**src/rtl/pwm_capture_if.sv**
```systemverilog
// rtl/pwm_capture_if.sv - register bus bundle for the PWM capture block
interface pwm_capture_if;
  logic        bus_write_en;
  logic        bus_read_en;
  logic        capture_en;
  logic [7:0]  bus_addr;
  logic [31:0] bus_write_data;
  logic [31:0] bus_read_data;

  modport master (
    output bus_write_en, bus_read_en, capture_en, bus_addr, bus_write_data,
    input  bus_read_data
  );

  modport slave (
    input  bus_write_en, bus_read_en, capture_en, bus_addr, bus_write_data,
    output bus_read_data
  );
endinterface

```
**src/rtl/pwm_capture.sv**
```systemverilog
// rtl/pwm_capture.sv - PWM input capture of high time and period; PWMCAP_FILTER_EN adds a glitch filter
module pwm_capture #(
  parameter int unsigned TIMEOUT    = 4000000,
  parameter int unsigned FILTER_LEN = 4
) (
  input  logic          pclk,
  input  logic          nreset,
  pwm_capture_if.slave  bus,
  input  logic          pwm_in,
  output logic          capture_valid
);

  typedef enum logic [1:0] {IDLE, HI, LO} state_e;

  localparam logic [7:0] ADDR_CTRL   = 8'h00;
  localparam logic [7:0] ADDR_STATUS = 8'h04;
  localparam logic [7:0] ADDR_HIGH   = 8'h08;
  localparam logic [7:0] ADDR_PERIOD = 8'h0C;

  state_e      state_q, state_d;
  logic        sync1_q, sync2_q, lvl_q;
  logic        lvl;
  logic [31:0] cnt_q, cnt_d, cnt_inc;
  logic [31:0] hi_tmp_q, hi_tmp_d;
  logic [31:0] high_q, high_d;
  logic [31:0] period_q, period_d;
  logic        ctrl_q, ctrl_d;
  logic [2:0]  status_q, status_d;
  logic        set_valid, set_timeout, set_ovf;
  logic        rise, fall, wr, rd;
  logic        unused_wdata;

`ifdef PWMCAP_FILTER_EN
  localparam int FW = $clog2(FILTER_LEN + 1);
  logic          filt_q, filt_d;
  logic [FW-1:0] fcnt_q, fcnt_d;

  // Filtered level flips only after FILTER_LEN consecutive disagreeing samples.
  always_comb begin
    filt_d = filt_q;
    fcnt_d = '0;
    if (sync2_q != filt_q) begin
      if (fcnt_q == FW'(FILTER_LEN - 1)) filt_d = sync2_q;
      else fcnt_d = fcnt_q + 1'b1;
    end
  end

  always_ff @(posedge pclk or negedge nreset) begin
    if (!nreset) begin
      filt_q <= 1'b0;
      fcnt_q <= '0;
    end else begin
      filt_q <= filt_d;
      fcnt_q <= fcnt_d;
    end
  end

  assign lvl = filt_q;
`else
  assign lvl = sync2_q;
`endif

  assign rise    = lvl & ~lvl_q;
  assign fall    = ~lvl & lvl_q;
  assign wr      = bus.bus_write_en & bus.capture_en;
  assign rd      = bus.bus_read_en & bus.capture_en;
  assign cnt_inc = (cnt_q == 32'hFFFF_FFFF) ? cnt_q : cnt_q + 32'd1;
  assign unused_wdata = ^bus.bus_write_data[31:3];

  // cnt_inc includes the current cycle, so captured values are exact cycle counts.
  always_comb begin
    state_d     = state_q;
    cnt_d       = (state_q == IDLE) ? 32'd0 : cnt_inc;
    hi_tmp_d    = hi_tmp_q;
    high_d      = high_q;
    period_d    = period_q;
    set_valid   = 1'b0;
    set_timeout = 1'b0;
    if (!ctrl_q) begin
      state_d = IDLE;
      cnt_d   = 32'd0;
    end else begin
      case (state_q)
        IDLE: begin
          if (rise) state_d = HI;
        end
        HI: begin
          if (fall) begin
            state_d  = LO;
            hi_tmp_d = cnt_inc;
          end else if (cnt_q == 32'(TIMEOUT - 1)) begin
            state_d     = IDLE;
            cnt_d       = 32'd0;
            set_timeout = 1'b1;
          end
        end
        LO: begin
          if (rise) begin
            state_d   = HI;
            high_d    = hi_tmp_q;
            period_d  = cnt_inc;
            set_valid = 1'b1;
            cnt_d     = 32'd0;
          end else if (cnt_q == 32'(TIMEOUT - 1)) begin
            state_d     = IDLE;
            cnt_d       = 32'd0;
            set_timeout = 1'b1;
          end
        end
        default: begin
          state_d = IDLE;
          cnt_d   = 32'd0;
        end
      endcase
    end
  end

  assign set_ovf = (state_q != IDLE) && (cnt_d == 32'hFFFF_FFFF);

  always_comb begin
    ctrl_d   = ctrl_q;
    status_d = status_q;
    if (wr && bus.bus_addr == ADDR_CTRL) ctrl_d = bus.bus_write_data[0];
    if (wr && bus.bus_addr == ADDR_STATUS) status_d = status_q & ~bus.bus_write_data[2:0];
    status_d = status_d | {set_ovf, set_timeout, set_valid};
  end

  always_comb begin
    bus.bus_read_data = 32'd0;
    if (rd) begin
      case (bus.bus_addr)
        ADDR_CTRL:   bus.bus_read_data = {31'd0, ctrl_q};
        ADDR_STATUS: bus.bus_read_data = {29'd0, status_q};
        ADDR_HIGH:   bus.bus_read_data = high_q;
        ADDR_PERIOD: bus.bus_read_data = period_q;
        default:     bus.bus_read_data = 32'd0;
      endcase
    end
  end

  always_ff @(posedge pclk or negedge nreset) begin
    if (!nreset) begin
      sync1_q  <= 1'b0;
      sync2_q  <= 1'b0;
      lvl_q    <= 1'b0;
      state_q  <= IDLE;
      cnt_q    <= 32'd0;
      hi_tmp_q <= 32'd0;
      high_q   <= 32'd0;
      period_q <= 32'd0;
      ctrl_q   <= 1'b0;
      status_q <= 3'd0;
    end else begin
      sync1_q  <= pwm_in;
      sync2_q  <= sync1_q;
      lvl_q    <= lvl;
      state_q  <= state_d;
      cnt_q    <= cnt_d;
      hi_tmp_q <= hi_tmp_d;
      high_q   <= high_d;
      period_q <= period_d;
      ctrl_q   <= ctrl_d;
      status_q <= status_d;
    end
  end

  assign capture_valid = status_q[0];

endmodule

```
**src/flat_wrapper.sv**
```systemverilog
// flat-port wrapper written by rule: the top's interface ports become plain ports
module pwm_capture_flat 
#(
  parameter int unsigned TIMEOUT    = 4000000,
  parameter int unsigned FILTER_LEN = 4
)
  (pclk, nreset, pwm_in, capture_valid, bus_bus_write_en, bus_bus_read_en, bus_capture_en, bus_bus_addr, bus_bus_write_data, bus_bus_read_data);
  pwm_capture_if bus_i ();
  input  logic pclk;
  input  logic nreset;
  input  logic pwm_in;
  output logic capture_valid;
  input wire logic [$bits(bus_i.bus_write_en)-1:0] bus_bus_write_en;
  input wire logic [$bits(bus_i.bus_read_en)-1:0] bus_bus_read_en;
  input wire logic [$bits(bus_i.capture_en)-1:0] bus_capture_en;
  input wire logic [$bits(bus_i.bus_addr)-1:0] bus_bus_addr;
  input wire logic [$bits(bus_i.bus_write_data)-1:0] bus_bus_write_data;
  output wire logic [$bits(bus_i.bus_read_data)-1:0] bus_bus_read_data;
  assign bus_i.bus_write_en = bus_bus_write_en;
  assign bus_i.bus_read_en = bus_bus_read_en;
  assign bus_i.capture_en = bus_capture_en;
  assign bus_i.bus_addr = bus_bus_addr;
  assign bus_i.bus_write_data = bus_bus_write_data;
  assign bus_bus_read_data = bus_i.bus_read_data;
  pwm_capture #(.TIMEOUT(TIMEOUT), .FILTER_LEN(FILTER_LEN)) u_core (.pclk(pclk), .nreset(nreset), .bus(bus_i), .pwm_in(pwm_in), .capture_valid(capture_valid));
endmodule
```
**config.mk**
```make
export PLATFORM = sky130hd
export DESIGN_NAME = pwm_capture_flat
export DESIGN_NICKNAME = d
export VERILOG_FILES = /design/src/rtl/pwm_capture_if.sv /design/src/rtl/pwm_capture.sv /design/src/flat_wrapper.sv
export SDC_FILE = /design/constraint.sdc
export NUM_CORES = 1
export LEC_CHECK = 0
export BUFFER_PORTS_ARGS = -buffer_cell sky130_fd_sc_hd__buf_2
export CORE_ASPECT_RATIO = 1.1
export CORE_MARGIN = 1
export CORE_UTILIZATION = 42
export CTS_CLUSTER_SIZE = 20
export DETAILED_ROUTE_END_ITERATION = 8
export GPL_TIMING_DRIVEN = 0
export PLACE_DENSITY = 0.58
export SYNTH_ARGS = -nofsm -noshare
export SYNTH_HDL_FRONTEND = slang
export SYNTH_SLANG_ARGS = --single-unit
export TNS_END_PERCENT = 5
```
**constraint.sdc**
```tcl
create_clock -name pclk -period 3.4 [get_ports pclk]
set_input_delay 0.68 -clock pclk [delete_from_list [all_inputs] [get_ports pclk]]
set_output_delay 0.68 -clock pclk [all_outputs]
set_load 0.1 [all_outputs]
```
==> results.py <==
metrics = {
    "outcome": {
        "status": "finished clean",
    },
    "critical_path": {
        "r2r_end": "u_core.cnt_q[16]$_DFF_PN0_",
        "path_cells": "clkbuf_1 -> buf_1 -> mux2i_1 -> nor2_1 -> buf_2",
        "cp_max_fo": 10,
        "slowest_delay_ps": 720,
        "cp-end-kind": "output port",
        "reg2reg_slack_ps": 300,
        "arrival_ps": 2520,
        "cpLargestDelayFamily": "buffers and inverters",
        "cp-start-kind": "input pin",
        "r2r-start": "u_core.cnt_q[29]$_DFF_PN0_",
        "cp_slowest_cell": "buf_1",
        "critPathRequiredTime_ps": 2720,
        "ff2ff_path_depth": 6,
        "path_depth": 5,
        "crit_type": "input pin to output port",
        "timing.critical_path.buf_inv": 3,
    },
    "finish": {
        "drive_above_1_share": 0.180,
        "area_growth_pct": 18.3,
        "design_area_um2": 7360,
        "fin_nets": 721,
        "n_antenna_cell": 0,
    },
    "job": {
        "max_cap_violations": 0,
    },
    "clocking": {
        "clk_path_buf_depth": 2,
        "htree_levels": 4,
        "cts_tree": "built",
        "clock_sinks": 137,
        "post_cts.repair.setup_buffers": 0,
        "cts_buffers": 17,
        "clockRootBuffer": "clkbuf_16",
        "clk_pin_slew_worst_paths_ps": 50,
        "clock_latency_ps": 420,
    },
    "placed_design": {
        "dpl_cell_area_um2": 6730,
        "gp_congestion": 0.870,
        "port_buffers": 48,
        "post-dp-hpwl_um": 10500,
    },
    "global_routing": {
        "grt.total_usage": 0.208,
        "grt_max_degree": 76,
        "grt_overflow": 0,
        "antenna_found_initial": 0,
        "grt_first_pass_wirelength_um": 24700,
        "first_global_vias": 4777,
    },
    "floorplan": {
        "die_x_um": 118,
        "rows": 46,
        "die_h_um": 130,
        "core_um2": 14400,
        "io-pin-count": 79,
        "start_util": 0.430,
        "dieArea_um2": 15300,
    },
    "sta": {
        "timing.fmax_mhz": 312,
        "rsz0062_at_grt": "false",
        "final_hold_viol_count": 0,
        "post-route-period-util": 0.941,
        "maxSlewHeadroom": 0.409,
        "tightest_slew_ps": 886,
        "finClkSkew_ps": 8.56,
        "min_period_ps": 3200,
        "setup_viol": 0,
        "slew_viol_final": 0,
        "finalSetupTns_ps": 0,
    },
    "drt": {
        "dr.pass1.iters": 5,
        "drtIter0Drc": 346,
        "via_per_inst": 5.42,
        "detail_route.wl_per_cell_um": 17.1,
        "wl_um": 14900,
        "vias": 4733,
        "drc_errors": 0,
        "drtAntennaViolNets": 0,
    },
    "min_path": {
        "hp-class": "input pin to async pin",
    },
    "yosys": {
        "syn-num-nets": 653,
        "ys_top_cells_by_area": "dfrtp_1 55%, mux2_2 6.2%, o21ai_0 6.0%",
        "synth_enable_flop_cells": 0,
        "synth_top_area_share": 0.552,
        "syn_inst": 602,
        "yosys-top-cells-count": "137 x dfrtp_1, 84 x nand2_1, 75 x nor2_1, 75 x o21ai_0, 34 x mux2_2",
        "yosys_register_bits": 137,
        "yosysMostFrequentCell": "dfrtp_1",
        "ys.flop_type": "dfrtp_1",
        "netlist_area_um2": 6220,
        "async_reset_ff_frac": 1.00,
        "synth_area_leader_cell": "dfrtp_1",
        "ys_types": 43,
        "ys_warn_count": 0,
        "syn_area_per_cell_um2": 10.3,
        "ys_seq_area_frac": 0.552,
    },
    "power_and_ir_drop": {
        "ir_drop_mv": 0.318,
        "leakagePower_nw": 3.32,
        "p_per_area_nw_per_um2": 487,
    },
}
## where the power goes
group,leakage (nW),total (mW),switching [mW],internal (mW)
logic,1.14,0.0780,0.0542,0.0238
registers,1.89,1.64,0.00275,1.63
clock network,0.290,1.87,0.659,1.21
## layout make-up
| class | count | area (µm²) |
|---|---|---|
| multi-input cells | 430 | 2650 |
| repair buffers | 49 | 299 |
| well taps | 192 | 240 |
| plain buffers | 28 | 110 |
| clock buffers | 24 | 482 |
| fillers | 1340 | 7090 |
| flip-flops and latches | 137 | 3430 |
| clock inverters | 7 | 116 |
| inverters | 7 | 26.3 |
## repair_timing
item | in CTS | in global routing
pin swaps | 0 | 0
resized for setup | 10 | 4
hold buffers | 0 | 0
setup endpoints to repair | 10 | 10
## stage by stage
step	utilization	instances	hold WS, ps	setup slack, ps	power (mW)
global route	0.509	874	282	22.8	3.69
floorplan	-	602	331	-214	1.69
CTS	0.509	874	264	1.10	3.62
detailed placement	0.466	843	361	-117	1.75
finish	0.509	874	239	200	3.58
global placement	0.464	842	342	-175	1.74
## cells by family (layout without fill, tap and decap cells)
| family | Yosys count | count (layout) | share of synthesized area |
|---|---|---|---|
| AO/OA/AOI/OAI | 95 | 95 | 0.0849 |
| adder cells (fa/ha/maj) | 5 | 5 | 0.0101 |
| flip-flops | 137 | 137 | 0.552 |
| XOR/XNOR | 26 | 26 | 0.0366 |
| multiplexers | 66 | 66 | 0.115 |
| AND/OR/NAND/NOR | 238 | 238 | 0.180 |
| buffers and inverters | 35 | 115 | 0.0215 |
## per-layer routing
layer	part of all wire	global-route usage
met3	0.039	0.0418
met2	0.50	0.356
met4	0.013	0.0716
met5	0	0
met1	0.45	0.266
## state kept, by name, summed over array words and instances (netlist names)
name	flops
u_core.cnt_q	32
u_core.hi_tmp_q	32
u_core.high_q	32
u_core.period_q	32
u_core.status_q	3
u_core.state_q	2
u_core.ctrl_q	1
u_core.lvl	1
u_core.lvl_q	1
u_core.sync1_q	1
## worst reg2reg max path, cell delays in order, from the launching register on
cell	delay [ps]
dfrtp_1	420
or4b_2	690
nor3_1	210
nand4b_1	300
a21oi_1	770
clkbuf_1	450
nor2_1	100
## layout by cell type, fill, tap and decap left out, types with 2 or more instances in the layout
master       n
ha_1         5
buf_4       10
buf_1        2
and4_4       2
clkbuf_2     2
nor2b_1      3
clkbuf_8     3
mux2_2      34
nand3_1     12
nor4_1      10
o31ai_1      3
buf_2       39
nor3_1       6
nand4b_1     6
xnor2_1     10
and3_1      12
bufinv_16    3
xor2_1      16
and4_1       2
nand3b_1     2
clkbuf_1    26
nand4_1     11
mux2i_1     31
dfrtp_1    137
nand2_1     84
a22oi_1      3
o21ai_0     75
nand2b_1     7
inv_1        7
a21oi_1      5
nor2_1      75
clkinv_2     2
clkbuf_16   17
## worst max-delay path by stage
stage | start | endpoint | slack [ps]
6_report | bus_bus_addr[2] | bus_bus_read_data[18] | 200
3_5_place_dp | bus_bus_addr[5] | bus_bus_read_data[23] | -120
4_1_cts | bus_bus_addr[5] | bus_bus_read_data[23] | 1
2_1_floorplan | bus_bus_addr[5] | bus_bus_read_data[21] | -210
5_1_grt | bus_bus_addr[2] | bus_bus_read_data[18] | 20
3_3_place_gp | nreset | u_core.hi_tmp_q[20]$_DFFE_PN0P_ | -180
Power figures use the tool's default switching activity.
